===== config.mk =====
export PLATFORM = sky130hd
export DESIGN_NAME = vend_controller_flat
export DESIGN_NICKNAME = d
export VERILOG_FILES = /design/src/rtl/vend_pkg.sv /design/src/rtl/vend_if.sv /design/src/rtl/vend_credit_acc.sv /design/src/rtl/vend_controller.sv /design/src/flat_wrapper.sv
export SDC_FILE = /design/constraint.sdc
export NUM_CORES = 1
export LEC_CHECK = 0
export ABC_AREA = 1
export CORE_MARGIN = 2
export CORE_UTILIZATION = 37
export CTS_BUF_LIST = sky130_fd_sc_hd__clkbuf_8
export DETAILED_ROUTE_END_ITERATION = 7
export GPL_ROUTABILITY_DRIVEN = 0
export HOLD_SLACK_MARGIN = 0.06
export MAX_ROUTING_LAYER = met4
export PLACE_DENSITY = 0.63
export SYNTH_ARGS = -nofsm -noshare
export SYNTH_HDL_FRONTEND = slang
export SYNTH_SLANG_ARGS = --single-unit

===== constraint.sdc =====
create_clock -name clk -period 3.05 [get_ports clk]
set_input_delay 0.4575 -clock clk [delete_from_list [all_inputs] [get_ports clk]]
set_output_delay 0.4575 -clock clk [all_outputs]
set_load 0.05 [all_outputs]

===== src/rtl/vend_pkg.sv =====
// Shared types, coin/selection encodings and pricing
// for the coffee vending controller.
package vend_pkg;

  localparam int CREDIT_W_DEF = 5;

  typedef logic [2:0] state_t;

  localparam state_t S_IDLE     = 3'd0;
  localparam state_t S_COLLECT  = 3'd1;
  localparam state_t S_DISPENSE = 3'd2;
  localparam state_t S_CHANGE   = 3'd3;
  localparam state_t S_REFUND   = 3'd4;

  localparam logic [3:0] COIN_1  = 4'd1;
  localparam logic [3:0] COIN_2  = 4'd2;
  localparam logic [3:0] COIN_5  = 4'd5;
  localparam logic [3:0] COIN_10 = 4'd10;

  localparam logic [1:0] SEL_FILTER  = 2'b00;
  localparam logic [1:0] SEL_BLACK   = 2'b01;
  localparam logic [1:0] SEL_BRU     = 2'b10;
  localparam logic [1:0] SEL_NESCAFE = 2'b11;

  function automatic logic [3:0] price_of(
    input logic [1:0] sel
  );
    logic [3:0] p;
    p = 4'd0;
    unique case (sel)
      SEL_FILTER:  p = 4'd2;
      SEL_BLACK:   p = 4'd1;
      SEL_BRU:     p = 4'd5;
      SEL_NESCAFE: p = 4'd10;
      default:     p = 4'd0;
    endcase
    return p;
  endfunction

endpackage


===== src/rtl/vend_if.sv =====
// Customer/dispenser side signals of the vending
// controller, with master (driver) and slave views.
interface vend_if
  import vend_pkg::*;
#(
  parameter int CREDIT_W = CREDIT_W_DEF
);
  logic                coin_valid;
  logic [3:0]          coin_val;
  logic                sel_valid;
  logic [1:0]          coffee_sel;
  logic                cancel;
  logic                disp_done;
  logic                disp_req;
  logic                change_valid;
  logic [CREDIT_W-1:0] change_amt;
  logic                coin_reject;
  logic                LED_Green;
  logic                LED_Yellow;

  modport master (
    output coin_valid, coin_val, sel_valid,
    output coffee_sel, cancel, disp_done,
    input  disp_req, change_valid, change_amt,
    input  coin_reject, LED_Green, LED_Yellow
  );

  modport slave (
    input  coin_valid, coin_val, sel_valid,
    input  coffee_sel, cancel, disp_done,
    output disp_req, change_valid, change_amt,
    output coin_reject, LED_Green, LED_Yellow
  );
endinterface


===== src/rtl/vend_credit_acc.sv =====
// Coin legality decode and credit accumulator; the
// FSM decides when coins may add and when to clear.
module vend_credit_acc
  import vend_pkg::*;
#(
  parameter int CREDIT_W = CREDIT_W_DEF
) (
  input  logic                clk,
  input  logic                rst,
  input  logic                clr,
  input  logic                add_en,
  input  logic                coin_valid,
  input  logic [3:0]          coin_val,
  output logic                coin_acc,
  output logic [CREDIT_W-1:0] credit,
  output logic [CREDIT_W-1:0] credit_nxt
);

  logic coin_legal;

  // only the four denominations are accepted
  always_comb begin
    coin_legal = 1'b0;
    case (coin_val)
      COIN_1, COIN_2, COIN_5, COIN_10:
        coin_legal = 1'b1;
      default: coin_legal = 1'b0;
    endcase
  end

  assign coin_acc = coin_valid & coin_legal & add_en;

  // clear wins over add; otherwise hold
  always_comb begin
    credit_nxt = credit;
    if (clr)
      credit_nxt = '0;
    else if (coin_acc)
      credit_nxt = credit + CREDIT_W'(coin_val);
  end

  // credit register
  always_ff @(posedge clk or negedge rst) begin
    if (!rst)
      credit <= '0;
    else
      credit <= credit_nxt;
  end

endmodule


===== src/rtl/vend_controller.sv =====
// Coffee vending FSM: selection, coin collection,
// dispense handshake, change and refund/timeout.
module vend_controller
  import vend_pkg::*;
#(
  parameter int TIMEOUT_CYCLES = 1000,
  parameter int CREDIT_W       = CREDIT_W_DEF
) (
  input logic clk,
  input logic rst,
  vend_if.slave bus
);

  localparam int TW =
    (TIMEOUT_CYCLES > 1) ? $clog2(TIMEOUT_CYCLES) : 1;

  logic [1:0]          rst_sync;
  logic                run;
  state_t              state;
  state_t              nxt;
  logic [CREDIT_W-1:0] price;
  logic [CREDIT_W-1:0] credit;
  logic [CREDIT_W-1:0] credit_nxt;
  logic [TW-1:0]       timer;
  logic                coin_acc;
  logic                start;
  logic                add_en;
  logic                timeout;
  logic                disp_req_q;
  logic                chg_v_q;
  logic [CREDIT_W-1:0] chg_amt_q;
  logic                rej_q;
  logic                led_g_q;
  logic                led_y_q;

  // reset release is retimed before the FSM may move
  always_ff @(posedge clk or negedge rst) begin
    if (!rst)
      rst_sync <= 2'b00;
    else
      rst_sync <= {rst_sync[0], 1'b1};
  end

  assign run     = rst_sync[1];
  assign start   = (state == S_IDLE) & run & bus.sel_valid;
  assign add_en  = (state == S_COLLECT) & (credit < price);
  assign timeout = timer == TW'(TIMEOUT_CYCLES - 1);

  vend_credit_acc #(
    .CREDIT_W (CREDIT_W)
  ) u_acc (
    .clk        (clk),
    .rst        (rst),
    .clr        (start),
    .add_en     (add_en),
    .coin_valid (bus.coin_valid),
    .coin_val   (bus.coin_val),
    .coin_acc   (coin_acc),
    .credit     (credit),
    .credit_nxt (credit_nxt)
  );

  // next state; cancel outranks price reached
  always_comb begin
    nxt = state;
    case (state)
      S_IDLE:
        if (start) nxt = S_COLLECT;
      S_COLLECT:
        if (bus.cancel)
          nxt = S_REFUND;
        else if (credit >= price)
          nxt = S_DISPENSE;
        else if (timeout && !coin_acc)
          nxt = S_REFUND;
      S_DISPENSE:
        if (bus.disp_done)
          nxt = (credit > price) ? S_CHANGE : S_IDLE;
      S_CHANGE: nxt = S_IDLE;
      S_REFUND: nxt = S_IDLE;
      default:  nxt = S_IDLE;
    endcase
  end

  // idle timer, restarted by every accepted coin
  always_ff @(posedge clk or negedge rst) begin
    if (!rst)
      timer <= '0;
    else if (state != S_COLLECT || coin_acc)
      timer <= '0;
    else
      timer <= timer + TW'(1);
  end

  // state, price and registered outputs
  always_ff @(posedge clk or negedge rst) begin
    if (!rst) begin
      state      <= S_IDLE;
      price      <= '0;
      disp_req_q <= 1'b0;
      led_y_q    <= 1'b0;
      led_g_q    <= 1'b1;
      chg_v_q    <= 1'b0;
      chg_amt_q  <= '0;
      rej_q      <= 1'b0;
    end else begin
      state      <= nxt;
      if (start)
        price <= CREDIT_W'(price_of(bus.coffee_sel));
      disp_req_q <= nxt == S_DISPENSE;
      led_y_q    <= nxt == S_DISPENSE;
      led_g_q    <= nxt == S_IDLE;
      rej_q      <= bus.coin_valid & ~coin_acc;
      chg_v_q    <= (nxt == S_CHANGE) |
                    ((nxt == S_REFUND) &
                     (credit_nxt != '0));
      if (nxt == S_CHANGE)
        chg_amt_q <= credit - price;
      else if (nxt == S_REFUND)
        chg_amt_q <= credit_nxt;
      else
        chg_amt_q <= '0;
    end
  end

  assign bus.disp_req     = disp_req_q;
  assign bus.LED_Yellow   = led_y_q;
  assign bus.LED_Green    = led_g_q;
  assign bus.change_valid = chg_v_q;
  assign bus.change_amt   = chg_amt_q;
  assign bus.coin_reject  = rej_q;

endmodule


===== src/flat_wrapper.sv =====
// flat-port wrapper written by rule: the top's interface ports become plain ports
module vend_controller_flat import vend_pkg::*;
#(
  parameter int TIMEOUT_CYCLES = 1000,
  parameter int CREDIT_W       = CREDIT_W_DEF
)
  (clk, rst, bus_coin_valid, bus_coin_val, bus_sel_valid, bus_coffee_sel, bus_cancel, bus_disp_done, bus_disp_req, bus_change_valid, bus_change_amt, bus_coin_reject, bus_LED_Green, bus_LED_Yellow);
  vend_if #(.CREDIT_W(CREDIT_W)) bus_i ();
  input logic clk;
  input logic rst;
  input wire logic [$bits(bus_i.coin_valid)-1:0] bus_coin_valid;
  input wire logic [$bits(bus_i.coin_val)-1:0] bus_coin_val;
  input wire logic [$bits(bus_i.sel_valid)-1:0] bus_sel_valid;
  input wire logic [$bits(bus_i.coffee_sel)-1:0] bus_coffee_sel;
  input wire logic [$bits(bus_i.cancel)-1:0] bus_cancel;
  input wire logic [$bits(bus_i.disp_done)-1:0] bus_disp_done;
  output wire logic [$bits(bus_i.disp_req)-1:0] bus_disp_req;
  output wire logic [$bits(bus_i.change_valid)-1:0] bus_change_valid;
  output wire logic [$bits(bus_i.change_amt)-1:0] bus_change_amt;
  output wire logic [$bits(bus_i.coin_reject)-1:0] bus_coin_reject;
  output wire logic [$bits(bus_i.LED_Green)-1:0] bus_LED_Green;
  output wire logic [$bits(bus_i.LED_Yellow)-1:0] bus_LED_Yellow;
  assign bus_i.coin_valid = bus_coin_valid;
  assign bus_i.coin_val = bus_coin_val;
  assign bus_i.sel_valid = bus_sel_valid;
  assign bus_i.coffee_sel = bus_coffee_sel;
  assign bus_i.cancel = bus_cancel;
  assign bus_i.disp_done = bus_disp_done;
  assign bus_disp_req = bus_i.disp_req;
  assign bus_change_valid = bus_i.change_valid;
  assign bus_change_amt = bus_i.change_amt;
  assign bus_coin_reject = bus_i.coin_reject;
  assign bus_LED_Green = bus_i.LED_Green;
  assign bus_LED_Yellow = bus_i.LED_Yellow;
  vend_controller #(.TIMEOUT_CYCLES(TIMEOUT_CYCLES), .CREDIT_W(CREDIT_W)) u_core (.clk(clk), .rst(rst), .bus(bus_i));
endmodule

* Word level (Yosys, flattened, before mapping)
Index checks and enable logic that the tools add are counted.
Storage, ports and cells: register bits after elaboration 33, bits in latches 0, RAM bits 0, memory bits (read-only) 0, logic and storage cells 61, memories kept 0
Cells by class: add/sub/neg operators 3, $mul 0, divide/modulo/power cells 0, order comparisons 3, eq/ne operators 14, shift operators 0, mux-type cells 14, bitwise gates (word level) 9, reductions and logical operators 8
Operator list (count):
- $mux W5 | 4
- $pmux W4 S4 | 1
- $mux W3 | 5
- $add A10 B1 Y10 const B | 1
- $eq A10 B10 Y1 const B | 1
- $mux W10 | 1
- $eq A3 B2 Y1 const B | 3
- $pmux W3 S3 | 1
- $and A1 B1 Y1 | 7
- $logic_not A3 Y1 | 2
- $add A5 B4 Y5 | 1
- $ge A5 B4 Y1 | 1
- $gt A5 B4 Y1 | 1
- $lt A5 B4 Y1 | 1
- $reduce_bool A5 Y1 | 1
- $sub A5 B4 Y5 | 1
- $eq A2 B2 Y1 const B | 2
- $eq A4 B1 Y1 const B | 1
- $eq A4 B2 Y1 const B | 1
- $eq A4 B3 Y1 const B | 1
- $eq A4 B4 Y1 const B | 1
- $reduce_or A4 Y1 | 1
- $eq A3 B1 Y1 const B | 1
- $eq A3 B3 Y1 const B | 1
- other kinds (10) | 10

* Depth between registers and ports, before layout
depth after elaboration 14, gate-level depth with buffers 16

* Modules after synthesis
A second synthesis with hierarchy kept.
Second synthesis, totals: cells, all modules 225, area, all modules 1890.6 µm²
Modules (own cells, without submodules):
- vend_controller | instances 1, cells each 174, area each 1507.7 µm², seq. area each 701.9 µm²
- vend_credit_acc | instances 1, cells each 51, area each 382.9 µm², seq. area each 125.1 µm²

* Least setup slack after synthesis
No wires, ideal clock.
kind flip-flop to flip-flop, start register u_core.u_acc.credit[3], end register u_core.chg_v_q (netlist: u_core.bus.change_valid), library setup time 122 ps, data arrival time 1674 ps, path slack 1254 ps, stages on the path, launching flop included 16, path through dfrtp_1 -> ha_1 -> inv_1 -> nor2_1 -> nand2_1 -> nand2_2 -> nor2_4 -> nand2_4 -> nand2_2 -> nand2_1 -> nand2_1 -> nand2_2 -> nand2_4 -> inv_4 -> nand2_1 -> nand2_1
Between the ends: word-level cells in the longest chain between the ends 12, elaborated cells between the ends (all ways) 21
RTL lines:
- start: declaration | line vend_credit_acc.sv:15 | output logic [CREDIT_W-1:0] credit,
- start signal: assignment | line vend_credit_acc.sv:47 | credit <= credit_nxt;
- $lt A5 B4 Y1 | line vend_controller.sv:46 | assign add_en = (state == S_COLLECT) & (credit < price);
- $and A1 B1 Y1 | line vend_controller.sv:46
- $and A1 B1 Y1 | line vend_credit_acc.sv:31 | assign coin_acc = coin_valid & coin_legal & add_en;
- $logic_not A1 Y1 | line vend_controller.sv:74 | else if (timeout && !coin_acc)
- $logic_and A1 B1 Y1 | line vend_controller.sv:74
- $mux W3 | line vend_controller.sv:74
- $mux W3 (*) | line vend_controller.sv:72 | else if (credit >= price)
- $mux W3 (*) | line vend_controller.sv:70 | if (bus.cancel)
- $pmux W3 S3 (*) | line vend_controller.sv:66 | case (state)
- named net u_core.nxt[2] | line vend_controller.sv:20 | state_t nxt;
- $eq A3 B3 Y1 | line vend_controller.sv:115 | ((nxt == S_REFUND) &
- $and A1 B1 Y1 | line vend_controller.sv:115
- $or A1 B1 Y1 (*) | line vend_controller.sv:114 | chg_v_q <= (nxt == S_CHANGE) |
- end signal: assignment | line vend_controller.sv:114
- end: declaration | line vend_controller.sv:30 | logic chg_v_q;
Mark *: on every way through the listed nets, which the timed path passes. The rest lies on a longest branch. A chain may end at the register's enable or synchronous reset.

* Final worst setup path
start input port bus_coin_val[0], end register u_core.chg_v_q (netlist: u_core.bus.change_valid)
Between the ends: word-level cells in the longest chain between the ends 14, elaborated cells between the ends (all ways) 22
RTL lines:
- start: declaration | line flat_wrapper.sv:12 | input wire logic [$bits(bus_i.coin_val)-1:0] bus_coin_val;
- $eq A4 B1 Y1 (tied with other cells) | line vend_credit_acc.sv:24 | case (coin_val)
- $reduce_or A4 Y1 | line vend_credit_acc.sv:24
- $mux W1 | line vend_credit_acc.sv:24
- $and A1 B1 Y1 (2 in a row) | line vend_credit_acc.sv:31
- $logic_not A1 Y1 | line vend_controller.sv:74
- $logic_and A1 B1 Y1 | line vend_controller.sv:74
- $mux W3 | line vend_controller.sv:74
- $mux W3 | line vend_controller.sv:72
- $mux W3 | line vend_controller.sv:70
- $pmux W3 S3 | line vend_controller.sv:66
- $eq A3 B3 Y1 | line vend_controller.sv:115
- $and A1 B1 Y1 | line vend_controller.sv:115
- $or A1 B1 Y1 (*) | line vend_controller.sv:114
Mark *: on every way between the ends. The rest lies on a longest branch, timed or not.

==> qor.txt <==
Largest family of logic cells by synthesized area: simple AND/OR/NAND/NOR gates
Die width: 74.7 um
Clk slew on worst S/H paths: 70 ps
Antenna cells: 0
Slowest cell on the critical path: clkdlybuf4s50_1
Post-Synth XOR/XNOR Area: 2.36%
Hold path depth: 0
Quantity of gates resized following cts: 0
Worst r2r src: u_core.u_acc.credit[3]$_DFF_PN0_
Syn_area_per_cell: 8.42 um2
Fmax: 473 MHz
Crit-path most repeated cell: nand2_1
Worst Tran Pin Value: 501 ps
Pre-CTS setup slack: 631 ps
Critical Path Stages: 12
Crit path capture type: flop
Largest net degree at the start of global routing: 34
WL met1: 1760 um
TNS Setup: 0 ps
Drt drc: 0
Synth Area in Simple Gates: 27.8%
Via Count: 1,417
CP top delay family: adder cells
Mapped Cells: 220
Critical Path RT: 3220 ps
Dpl hpwl: 2690 um
Worst stage delay on the critical path: 510 ps
Termination of the worst setup path: u_core.bus.change_valid$_DFF_PN0_
CP Class: primary input to flop
Fin area: 2250 um2
Tcrit/Tclk final: 69.4%
Slew HR: 66.5%
Hold Vio Cnt, Final: 0
Critical Path, Cell by Cell: clkdlybuf4s50_1 -> ha_1 -> inv_1 -> fa_1 -> xor2_1 -> nand3_1 -> nand3_1 -> nand2_1 -> nor2_1 -> nand2_1 -> nand2_1 -> nand2_1
Initial antenna violation count: 0
Ys Warns: 0
Met2 WL: 1640 um
Area Overhead vs Synth: 21.4%
First-pass GRT wire length: 6400 um
Vias in the first global route: 1,403
Yosys cell types: 29
RSZ-0062 raised after global routing: false
Layout Cells excl Fill: 316
Hold slack: 353 ps
Setup bufs post-CTS: 0
Period minus WS final: 2120 ps
Post-synthesis mux area share: 0%
Row cnt: 25
Maximum VDD drop: 0.462 mV
Pwr dens: 931 nW/um2
Worst path arrival time: 2290 ps
Number of max-cap violations: 0
Seq/Total Area, Yosys: 44.7%
Share of cells above drive strength 1: 10.8%
Path depth of the worst reg2reg path: 15
CTS tree: built
DP Area: 2150 um2
Core Area: 4790 um2
WL per Instance: 11.4 um
Max clock buf depth: 2
Die area: 5590 um2
Startpoint Class: primary input
DP Cell Count: 308
Netlist area before placement: 1850 um2
Final Skew: 4.93 ps
Clk Tree Root Cell: clkbuf_8
Detailed Route WL: 3600 um
Via/cell ratio: 4.48
Net Count, Synth: 245
Buffers on Ports: 21
Nets: 273
Inserted Clock Buffers: 5
Worst skew pair latency: 290 ps
Status: finished clean
CP bufs+invs: 2
Uppermost layer routed: met4
Final ANT Viol Nets: 0
# fillers: 488
CTS Sinks: 33
Number of iterations in the first detailed-routing pass: 4
Congestion Overflow GR: 0
Drt initial violations: 86
Highest net fanout along the worst path: 3
GRT Total Usage: 15.9%
Met3 routed WL: 131 um
Finish-stage setup viols: 0
CTS Hold Bufs: 0
Tot Pwr: 2.09 mW
Reg2reg setup slack: 990 ps
Worst reg2reg path endpoint: u_core.bus.change_valid$_DFF_PN0_
I/O pin total: 22
Final core utilization: 47.0%
H-tree depth: 2
Synth Area in Adders: 9.59%
Initial core utilization: 38.7%
Crit path launch: bus_coin_val[0]
Leak: 1.20 nW
Max Transition Viols Final: 0
#FFs+latches synth: 33
Post-synthesis compound-gate area fraction: 6.08%
Chip Height: 74.7 um
Setup WS post-layout: 934 ps
Hold WC Path Type: flop to flop
cells in the final DEF, fill, tap and decap left out, types with 2 or more instances in the layout:
cell and instances:
clkdlybuf4s50_1 21, nor3b_1 4, xor2_1 4, clkbuf_8 7
nor3_1 2, ha_1 11, dfrtp_1 32, fa_1 2
nor2_4 2, nand3_1 16, o22ai_1 5, nor2_1 28
nand2_2 6, nand2_4 2, inv_2 2, a21oi_1 6
nand2_1 38, o21ai_0 7, inv_1 40, nand4_1 2
cells in the mapped netlist (all sizes together):
cell | count | area [um2]
a21oi | 7 | 46.3
buf | 1 | 7.51
conb | 1 | 3.75
dfrtp | 32 | 801
dfstp | 1 | 26.3
fa | 2 | 40.0
ha | 11 | 138
inv | 43 | 164
nand2 | 46 | 203
nand3 | 17 | 90.1
nand3b | 1 | 7.51
nand4 | 3 | 25.0
nor2 | 30 | 128
nor3 | 3 | 26.3
nor3b | 4 | 30.0
nor4 | 1 | 6.26
o21ai | 7 | 35.0
o22ai | 5 | 31.3
xnor2 | 1 | 8.76
xor2 | 4 | 35.0
layout make-up:
cell class,count,area (um2),area share (%)
multi-input combinational,143,853,38.0
sequential,33,827,36.8
timing repair buffer,22,218,9.69
inverter,43,164,7.29
clock buffer,7,96.3,4.29
tap,67,83.8,3.73
clock inverter,1,5.00,0.223
metal layers:
metal	GRT usage, %	vias to the layer above
li1	-	739
met1	20.0	647
met2	25.0	23
met3	3.61	8
met4	6.55	0
met5	-	-
cells by family (layout without fill, tap and decap cells):
group	after synthesis	after routing
adders and majority gates	13	13
DFF	33	33
buffers and inverters	44	73
and+or+nand+nor	105	105
other	1	1
AOI/OAI and AO/OA	19	19
xor gates and xnor gates	5	5
worst min path at each step:
| stage | slack [ps] | start | to |
|---|---|---|---|
| after floorplan | 160 | rst | u_core.bus.change_amt[0]$_DFF_PN0_ |
| after detailed placement | 350 | u_core.rst_sync[0]$_DFF_PN0_ | u_core.rst_sync[1]$_DFF_PN0_ |
| final | 350 | u_core.rst_sync[0]$_DFF_PN0_ | u_core.rst_sync[1]$_DFF_PN0_ |
| after global placement | 330 | u_core.rst_sync[0]$_DFF_PN0_ | u_core.rst_sync[1]$_DFF_PN0_ |
| after CTS | 360 | u_core.rst_sync[0]$_DFF_PN0_ | u_core.rst_sync[1]$_DFF_PN0_ |
| after global routing | 360 | u_core.rst_sync[0]$_DFF_PN0_ | u_core.rst_sync[1]$_DFF_PN0_ |
power by group:
part	leakage, nW	total [mW]	internal [mW]	switching (mW)
clock network	0.0542	0.361	0.204	0.157
registers	0.442	0.602	0.537	0.0644
logic	0.706	1.13	0.393	0.736
sequential cells by signal, summed over array words and instances (netlist names), 2 cells and up:
register	cells
u_core.rst_sync	2
u_core.timer	10
u_core.state	3
u_core.price	4
u_core.u_acc.credit	5
u_core.bus.change_amt	5
Power figures use the tool's default switching activity.
